File: config.mk
export PLATFORM = sky130hd
export DESIGN_NAME = mem_port_arbiter
export DESIGN_NICKNAME = d
export VERILOG_FILES = /design/src/rtl/mem_port_arbiter.sv
export SDC_FILE = /design/constraint.sdc
export NUM_CORES = 1
export LEC_CHECK = 0
export ABC_AREA = 1
export BUFFER_PORTS_ARGS = -buffer_cell sky130_fd_sc_hd__buf_2
export CAP_MARGIN = 20
export CORE_UTILIZATION = 47
export DETAILED_ROUTE_END_ITERATION = 7
export PLACE_DENSITY = 0.8
export SYNTH_ARGS = -nofsm -noshare
export SYNTH_HDL_FRONTEND = slang
export SYNTH_SLANG_ARGS = --single-unit
File: constraint.sdc
create_clock -name clk_i -period 1.7 [get_ports clk_i]
set_input_delay 0.17 -clock clk_i [delete_from_list [all_inputs] [get_ports clk_i]]
set_output_delay 0.17 -clock clk_i [all_outputs]
set_load 0.02 [all_outputs]
File: src/rtl/mem_port_arbiter.sv
// Arbiter that shares one single-port memory between instruction fetch (IF)
// and the data stage (D). D has fixed priority. A starvation counter forces
// an IF grant after STARVE_MAX consecutive D grants made while IF waits.
module mem_port_arbiter #(
  parameter int unsigned ADDR_W     = 32,
  parameter int unsigned DATA_W     = 32,
  parameter int unsigned STARVE_MAX = 4
) (
  input  logic              clk_i,
  input  logic              rst_i,
  input  logic              if_req_i,
  input  logic [ADDR_W-1:0] if_addr_i,
  output logic [DATA_W-1:0] if_data_o,
  output logic              if_ack_o,
  input  logic              d_req_i,
  input  logic              d_we_i,
  input  logic [ADDR_W-1:0] d_addr_i,
  input  logic [DATA_W-1:0] d_wdata_i,
  output logic [DATA_W-1:0] d_rdata_o,
  output logic              d_ack_o,
  output logic              stall_o,
  output logic              mem_req_o,
  output logic              mem_we_o,
  output logic [ADDR_W-1:0] mem_addr_o,
  output logic [DATA_W-1:0] mem_wdata_o,
  input  logic [DATA_W-1:0] mem_rdata_i,
  input  logic              mem_ack_i
);

  typedef enum logic [1:0] {
    IDLE = 2'd0,
    BUSY = 2'd1,
    DONE = 2'd2
  } state_t;

  localparam logic [3:0] STARVE_LIM = 4'(STARVE_MAX);

  state_t            state_q, state_d;
  logic              owner_d_q, owner_d_d;   // 1 = D owns the access
  logic [3:0]        starve_cnt_q, starve_cnt_d;
  logic              mem_req_q, mem_req_d;
  logic              mem_we_q, mem_we_d;
  logic [ADDR_W-1:0] mem_addr_q, mem_addr_d;
  logic [DATA_W-1:0] mem_wdata_q, mem_wdata_d;
  logic [DATA_W-1:0] if_data_q, if_data_d;
  logic [DATA_W-1:0] d_rdata_q, d_rdata_d;
  logic              if_ack_q, if_ack_d;
  logic              d_ack_q, d_ack_d;
  logic              pick_d;

  // Next-state logic: grant in IDLE, wait for memory in BUSY, ack in DONE.
  always_comb begin
    state_d      = state_q;
    owner_d_d    = owner_d_q;
    starve_cnt_d = starve_cnt_q;
    mem_req_d    = mem_req_q;
    mem_we_d     = mem_we_q;
    mem_addr_d   = mem_addr_q;
    mem_wdata_d  = mem_wdata_q;
    if_data_d    = if_data_q;
    d_rdata_d    = d_rdata_q;
    if_ack_d     = 1'b0;
    d_ack_d      = 1'b0;
    pick_d       = d_req_i && !(if_req_i && (starve_cnt_q == STARVE_LIM));
    unique case (state_q)
      IDLE: begin
        if (if_req_i || d_req_i) begin
          owner_d_d = pick_d;
          mem_req_d = 1'b1;
          state_d   = BUSY;
          if (pick_d) begin
            mem_we_d    = d_we_i;
            mem_addr_d  = d_addr_i;
            mem_wdata_d = d_wdata_i;
            if (if_req_i && (starve_cnt_q < STARVE_LIM)) begin
              starve_cnt_d = starve_cnt_q + 4'd1;
            end
          end else begin
            mem_we_d     = 1'b0;
            mem_addr_d   = if_addr_i;
            mem_wdata_d  = '0;
            starve_cnt_d = '0;
          end
        end
      end
      BUSY: begin
        if (mem_ack_i) begin
          mem_req_d = 1'b0;
          state_d   = DONE;
          if (owner_d_q) begin
            d_ack_d = 1'b1;
            if (!mem_we_q) begin
              d_rdata_d = mem_rdata_i;
            end
          end else begin
            if_ack_d  = 1'b1;
            if_data_d = mem_rdata_i;
          end
        end
      end
      DONE: begin
        state_d = IDLE;
      end
      default: begin
        state_d = IDLE;
      end
    endcase
  end

  // State and registered outputs; reset abandons any access in flight.
  always_ff @(posedge clk_i or negedge rst_i) begin
    if (!rst_i) begin
      state_q      <= IDLE;
      owner_d_q    <= 1'b0;
      starve_cnt_q <= '0;
      mem_req_q    <= 1'b0;
      mem_we_q     <= 1'b0;
      mem_addr_q   <= '0;
      mem_wdata_q  <= '0;
      if_data_q    <= '0;
      d_rdata_q    <= '0;
      if_ack_q     <= 1'b0;
      d_ack_q      <= 1'b0;
    end else begin
      state_q      <= state_d;
      owner_d_q    <= owner_d_d;
      starve_cnt_q <= starve_cnt_d;
      mem_req_q    <= mem_req_d;
      mem_we_q     <= mem_we_d;
      mem_addr_q   <= mem_addr_d;
      mem_wdata_q  <= mem_wdata_d;
      if_data_q    <= if_data_d;
      d_rdata_q    <= d_rdata_d;
      if_ack_q     <= if_ack_d;
      d_ack_q      <= d_ack_d;
    end
  end

  assign mem_req_o   = mem_req_q;
  assign mem_we_o    = mem_we_q;
  assign mem_addr_o  = mem_addr_q;
  assign mem_wdata_o = mem_wdata_q;
  assign if_data_o   = if_data_q;
  assign d_rdata_o   = d_rdata_q;
  assign if_ack_o    = if_ack_q;
  assign d_ack_o     = d_ack_q;
  assign stall_o     = (if_req_i & ~if_ack_q) | (d_req_i & ~d_ack_q);

endmodule

# ---- After elaboration in Yosys (flattened, before gate mapping)
# Cells that the tools add are included.
dict set report op_classes {
  add_sub_neg 1
  magnitude_cmp 1
  n_mul 0
  reduce_logical 13
  n_mux 17
  div 0
  n_eq_ne 5
  n_shift 0
  bitwise 7
}
# operator count
set ops {}
lappend ops {{$mux W32} 2}
lappend ops {{$mux W1} 9}
lappend ops {{$reduce_and A3 Y1} 3}
lappend ops {{$mux W4} 2}
lappend ops {{$add A4 B1 Y4 const B} 1}
lappend ops {{$eq A4 B3 Y1 const B} 1}
lappend ops {{$lt A4 B3 Y1 const B} 1}
lappend ops {{$mux W2} 2}
lappend ops {{$ne A2 B2 Y1 const B} 2}
lappend ops {{$not A1 Y1} 4}
lappend ops {{$pmux W2 S2} 1}
lappend ops {{$reduce_and A2 Y1} 2}
lappend ops {{$reduce_and A4 Y1} 1}
lappend ops {{$logic_and A1 B1 Y1} 3}
lappend ops {{$and A1 B1 Y1} 2}
lappend ops {{$eq A2 B1 Y1 const B} 1}
lappend ops {{$logic_not A2 Y1} 1}
lappend ops {{$ne A2 B1 Y1 const B} 1}
lappend ops {{$pmux W1 S2} 1}
lappend ops {{$reduce_bool A2 Y1} 1}
lappend ops {{$logic_not A1 Y1} 1}
lappend ops {{$logic_or A1 B1 Y1} 1}
lappend ops {{$or A1 B1 Y1} 1}
dict set report word_totals {
  mem_count 0
  reg_bits 139
  in_bits 134
  ramBits 0
  latch_bits 0
  elab_cells 55
  output_inout_bits 133
  mem_bits_ro 0
}

# ---- Logic depth before layout (Yosys ltp)
dict set report depth {
  word_depth 6
  ltp_mapped 10
}

# ---- Least setup slack after synthesis
# OpenSTA, ideal clock, no wires.
dict set report synth_path {
  path_type {register to register}
  from {register starve_cnt_q[0]}
  to {register mem_addr_q[11], in the netlist mem_addr_o[11]}
  t_arrival_ns 1.290
  period_less_slack_ns 1.408
  path_slack_ns 0.292
  setup_ns 0.118
  path_stages_with_launch 10
  path_cell_list {dfrtp_1 inv_1 ha_1 nand2_1 inv_1 nand2_2 clkbuf_1 nand3_1 nand3_1 nand2_1}
}
dict set report synth_via {
  elab_chain_len 5
}
# item line
set synth_rtl {}
lappend synth_rtl {{start: declaration} 40} ;# logic [3:0] starve_cnt_q, starve_cnt_d;
lappend synth_rtl {{start signal: assignment} 127} ;# starve_cnt_q <= starve_cnt_d;
lappend synth_rtl {{$eq A4 B3 Y1} 64} ;# pick_d = d_req_i && !(if_req_i && (starve_cnt_q == STARVE_LIM));
lappend synth_rtl {{$logic_and A1 B1 Y1} 64}
lappend synth_rtl {{$logic_not A1 Y1} 64}
lappend synth_rtl {{$logic_and A1 B1 Y1} 64}
lappend synth_rtl {{$mux W32} 71} ;# if (pick_d) begin
lappend synth_rtl {{end signal: assignment} 130} ;# mem_addr_q <= mem_addr_d;
lappend synth_rtl {{end: declaration} 43} ;# logic [ADDR_W-1:0] mem_addr_q, mem_addr_d;
# Every way passes these cells.
# A chain may end at the register's enable or synchronous reset.

# ---- Final worst setup path
dict set report layout_path {
  from {register starve_cnt_q[0]}
  to {register mem_wdata_q[4], in the netlist mem_wdata_o[4]}
}
dict set report layout_via {
  elab_chain_len 5
}
# item line
set layout_rtl {}
lappend layout_rtl {{$eq A4 B3 Y1} 64}
lappend layout_rtl {{$logic_and A1 B1 Y1} 64}
lappend layout_rtl {{$logic_not A1 Y1} 64}
lappend layout_rtl {{$logic_and A1 B1 Y1} 64}
lappend layout_rtl {{$mux W32} 71}
lappend layout_rtl {{end signal: assignment} 131} ;# mem_wdata_q <= mem_wdata_d;
lappend layout_rtl {{end: declaration} 44} ;# logic [DATA_W-1:0] mem_wdata_q, mem_wdata_d;
# Every way passes these cells.

==> run summary <==
# IOs: 267
grt total ovfl: 0
full die area: 13000 sq um
crit share post-route: 90.9%
CP Max Fanout: 36
Avg WL per Cell: 14.0 microns
DIE WIDTH: 114 microns
clock tree buffer depth: 2
Netlist cell types: 24
GPL Wtd Cong: 0.805
antenna violations before repair: 1
vias per inst: 4.77
share of cells above drive strength 1: 31.6%
syn_area_per_cell: 8.34 sq um
crit start category: flop
clock root cell: clkbuf_16
internal power: 9.53 mW
setup violators final: 0
area leader, netlist: dfrtp_1
initial drt markers: 363
Crit Path Category: flop to flop
clock latency on the worst-skew pair: 0.41 ns
Rows: 40
Area Growth Syn to Fin: 44.3%
Logic pwr share: 40.9%
CTS Buf Count: 17
HPWL Detailed: 11.1 mm
DRC errors left: 0
clock group share of total power: 23.7%
post-detailed-routing wire length: 16.7 mm
RSZ-0062 raised after global routing: false
register share of total power: 35.4%
total of max-cap violations: 0
global-route wire length before repair: 26.6 mm
initial core utilization: 48.7%
Slew Limit Fails: 0
first-pass detailed-route iteration total: 5
H-tree depth: 4
Final Hold Viols: 0
CTS tree: done
CTS clk-pin slew, worst paths: 0.06 ns
Setup TNS: 0 ns
fin nets: 1152
WP data arrival: 1.89 ns
die height: 114 microns
Final Core Density: 70.2%
NetSw: 6.61 mW
power density over the cells: 1890 nW/um^2
fmax: 647 MHz
actual slew at the worst max-slew pin: 0.546 ns
worst vdd ir: 0.00118 V
Post-Syn Nets: 846
Layout Skew: 0.00704 ns
crit path capture type: flop
r2r setup slk: 0.16 ns
Synth Warn #: 0
post-CTS setup buffers: 0
Lkg Pwr: 5.11 nW
# port buffers: 266
switching share of power: 41.0%
Worst EP required: 2.05 ns
Core Region: 12200 sq um
Yosys reg bits: 139
hold crit path type: input port to flop
DP Worst Slack: 0.0924 ns
Final ANT Viol Nets: 0
CTS Sinks: 139
Synth top area share: 58.7%
gr usage total: 26.6%
Vias: 5709
setup ws final: 0.155 ns
register area share after synthesis: 58.7%
Post-Syn Instances: 710
outcome: finished clean
synth top area cells: dfrtp_1 (59%), nand2_1 (17%), inv_1 (6.8%)
Mapped Area: 5920 sq um
largest net degree at the start of global routing: 65
post-layout min period: 1.54 ns
max_slew headroom: 63.6%
number of global-route vias before repair: 5577
power groups by stage:
stage                     clock network (mW)  registers, mW  logic, mW
after detailed placement                   0           5.69       6.52
after floorplan                            0           7.51       2.13
after global routing                    4.02           5.88       7.22
after CTS                               3.89           5.69       6.60
final                                   3.83           5.72       6.59
after global placement                     0           5.67       6.34
per-layer routing:
metal  vias to the layer above  wire length [microns]  part of all wire, %  GRT usage, %
li1                       2768                      -                    -             -
met1                      2631                   6750                   40          31.7
met2                       267                   8360                   50          45.0
met3                        43                   1100                  6.6          6.46
met4                         0                    525                  3.1          13.3
met5                         -                      0                    0             0
final timing paths:
| check | start | end | cells after the start |
|---|---|---|---|
| worst min-delay path | mem_rdata_i[14] | if_data_o[14] | 3 |
| worst max register to register | starve_cnt_q[0] | mem_wdata_o[4] | 10 |
| worst min register to register | mem_addr_o[1] | mem_addr_o[1] | 2 |
| min in group asynchronous | rst_i | mem_addr_o[20] | 2 |
| worst max-delay path | starve_cnt_q[0] | mem_wdata_o[4] | 10 |
| max in group asynchronous | rst_i | d_ack_o | 3 |
synth_stat cells, drive strengths merged:
| cell type | count |
|---|---|
| buf | 21 |
| and3b | 1 |
| clkbuf | 15 |
| nor4 | 1 |
| nor3 | 1 |
| ha | 2 |
| o21ai | 66 |
| o22ai | 1 |
| dfrtp | 139 |
| inv | 109 |
| a21boi | 1 |
| nand2 | 278 |
| nor2 | 9 |
| nand3 | 66 |
critical path, cell delays in order (launching register included):
cell,delay (ns)
dfrtp_1,0.39
inv_1,0.06
ha_1,0.18
nand2_1,0.05
inv_1,0.06
nand2_4,0.14
nand2_8,0.13
nor2_8,0.11
buf_12,0.19
nand2_1,0.09
nand2_1,0.07
through the flow:
| step | power, mW | hold WS (ns) | cells | cell area [sq um] |
|---|---|---|---|---|
| 3_5_place_dp | 12.2 | 0.175 | 1127 | 7530 |
| 4_1_cts | 16.2 | 0.000917 | 1196 | 8520 |
| 6_report | 16.1 | 0.0128 | 1197 | 8540 |
| 5_1_grt | 17.1 | 0.00369 | 1197 | 8540 |
| 2_1_floorplan | 9.64 | -0.126 | 710 | 5920 |
| 3_3_place_gp | 12.0 | 0.173 | 1127 | 7530 |
state kept, by name, summed over array words and instances, names as in the netlist:
name	flops
owner_d_q	1
starve_cnt_q	4
d_ack_o	1
if_data_o	32
d_rdata_o	32
state_q	2
mem_wdata_o	32
if_ack_o	1
mem_addr_o	32
mem_we_o	1
mem_req_o	1
cell usage in the layout (no fill, tap or decap):
cell,count
nor2_4,1
bufinv_16,4
buf_4,11
clkinv_2,4
nand3_1,65
nor2_8,2
buf_12,7
inv_2,1
nand3_2,1
clkbuf_8,1
clkinv_4,2
nor2_1,6
o21ai_1,10
nand2_1,275
dlygate4sd3_1,38
nand2_4,1
a21boi_0,1
ha_1,2
clkinvlp_4,2
dfrtp_1,139
nor4_1,1
o21ai_0,56
clkbuf_16,17
diode_2,1
o22ai_1,1
and3b_1,1
nand2_2,1
nand2_8,1
nor3_2,1
inv_4,1
buf_6,2
buf_2,265
inv_1,107
clkbuf_1,1
cell type report:
| cell class | instances | area (sq um) |
|---|---|---|
| fill | 960 | 3620 |
| multi-input combinational | 426 | 1870 |
| inverter | 109 | 412 |
| clock inverter | 12 | 173 |
| antenna | 1 | 2.50 |
| timing repair buffer | 323 | 1950 |
| sequential | 139 | 3480 |
| clock buffer | 19 | 443 |
| tap | 168 | 210 |
cells by family (layout without fill, tap and decap cells):
logic type	after synthesis	count (layout)	share of synthesized area, %
fa+ha+maj	2	2	0.423
compound gates	68	68	5.81
buf+inv	145	463	9.97
other cells	0	1	0
simple gates	356	356	25.0
flops	139	139	58.7
timing repair:
item                       in CTS  in global routing
hold endpoints to repair       86                  0
gates resized for setup         0                  3
hold buffers                   38                  0
setup endpoints to repair       0                 54
Note: power is estimated with default switching activity, not from simulation.
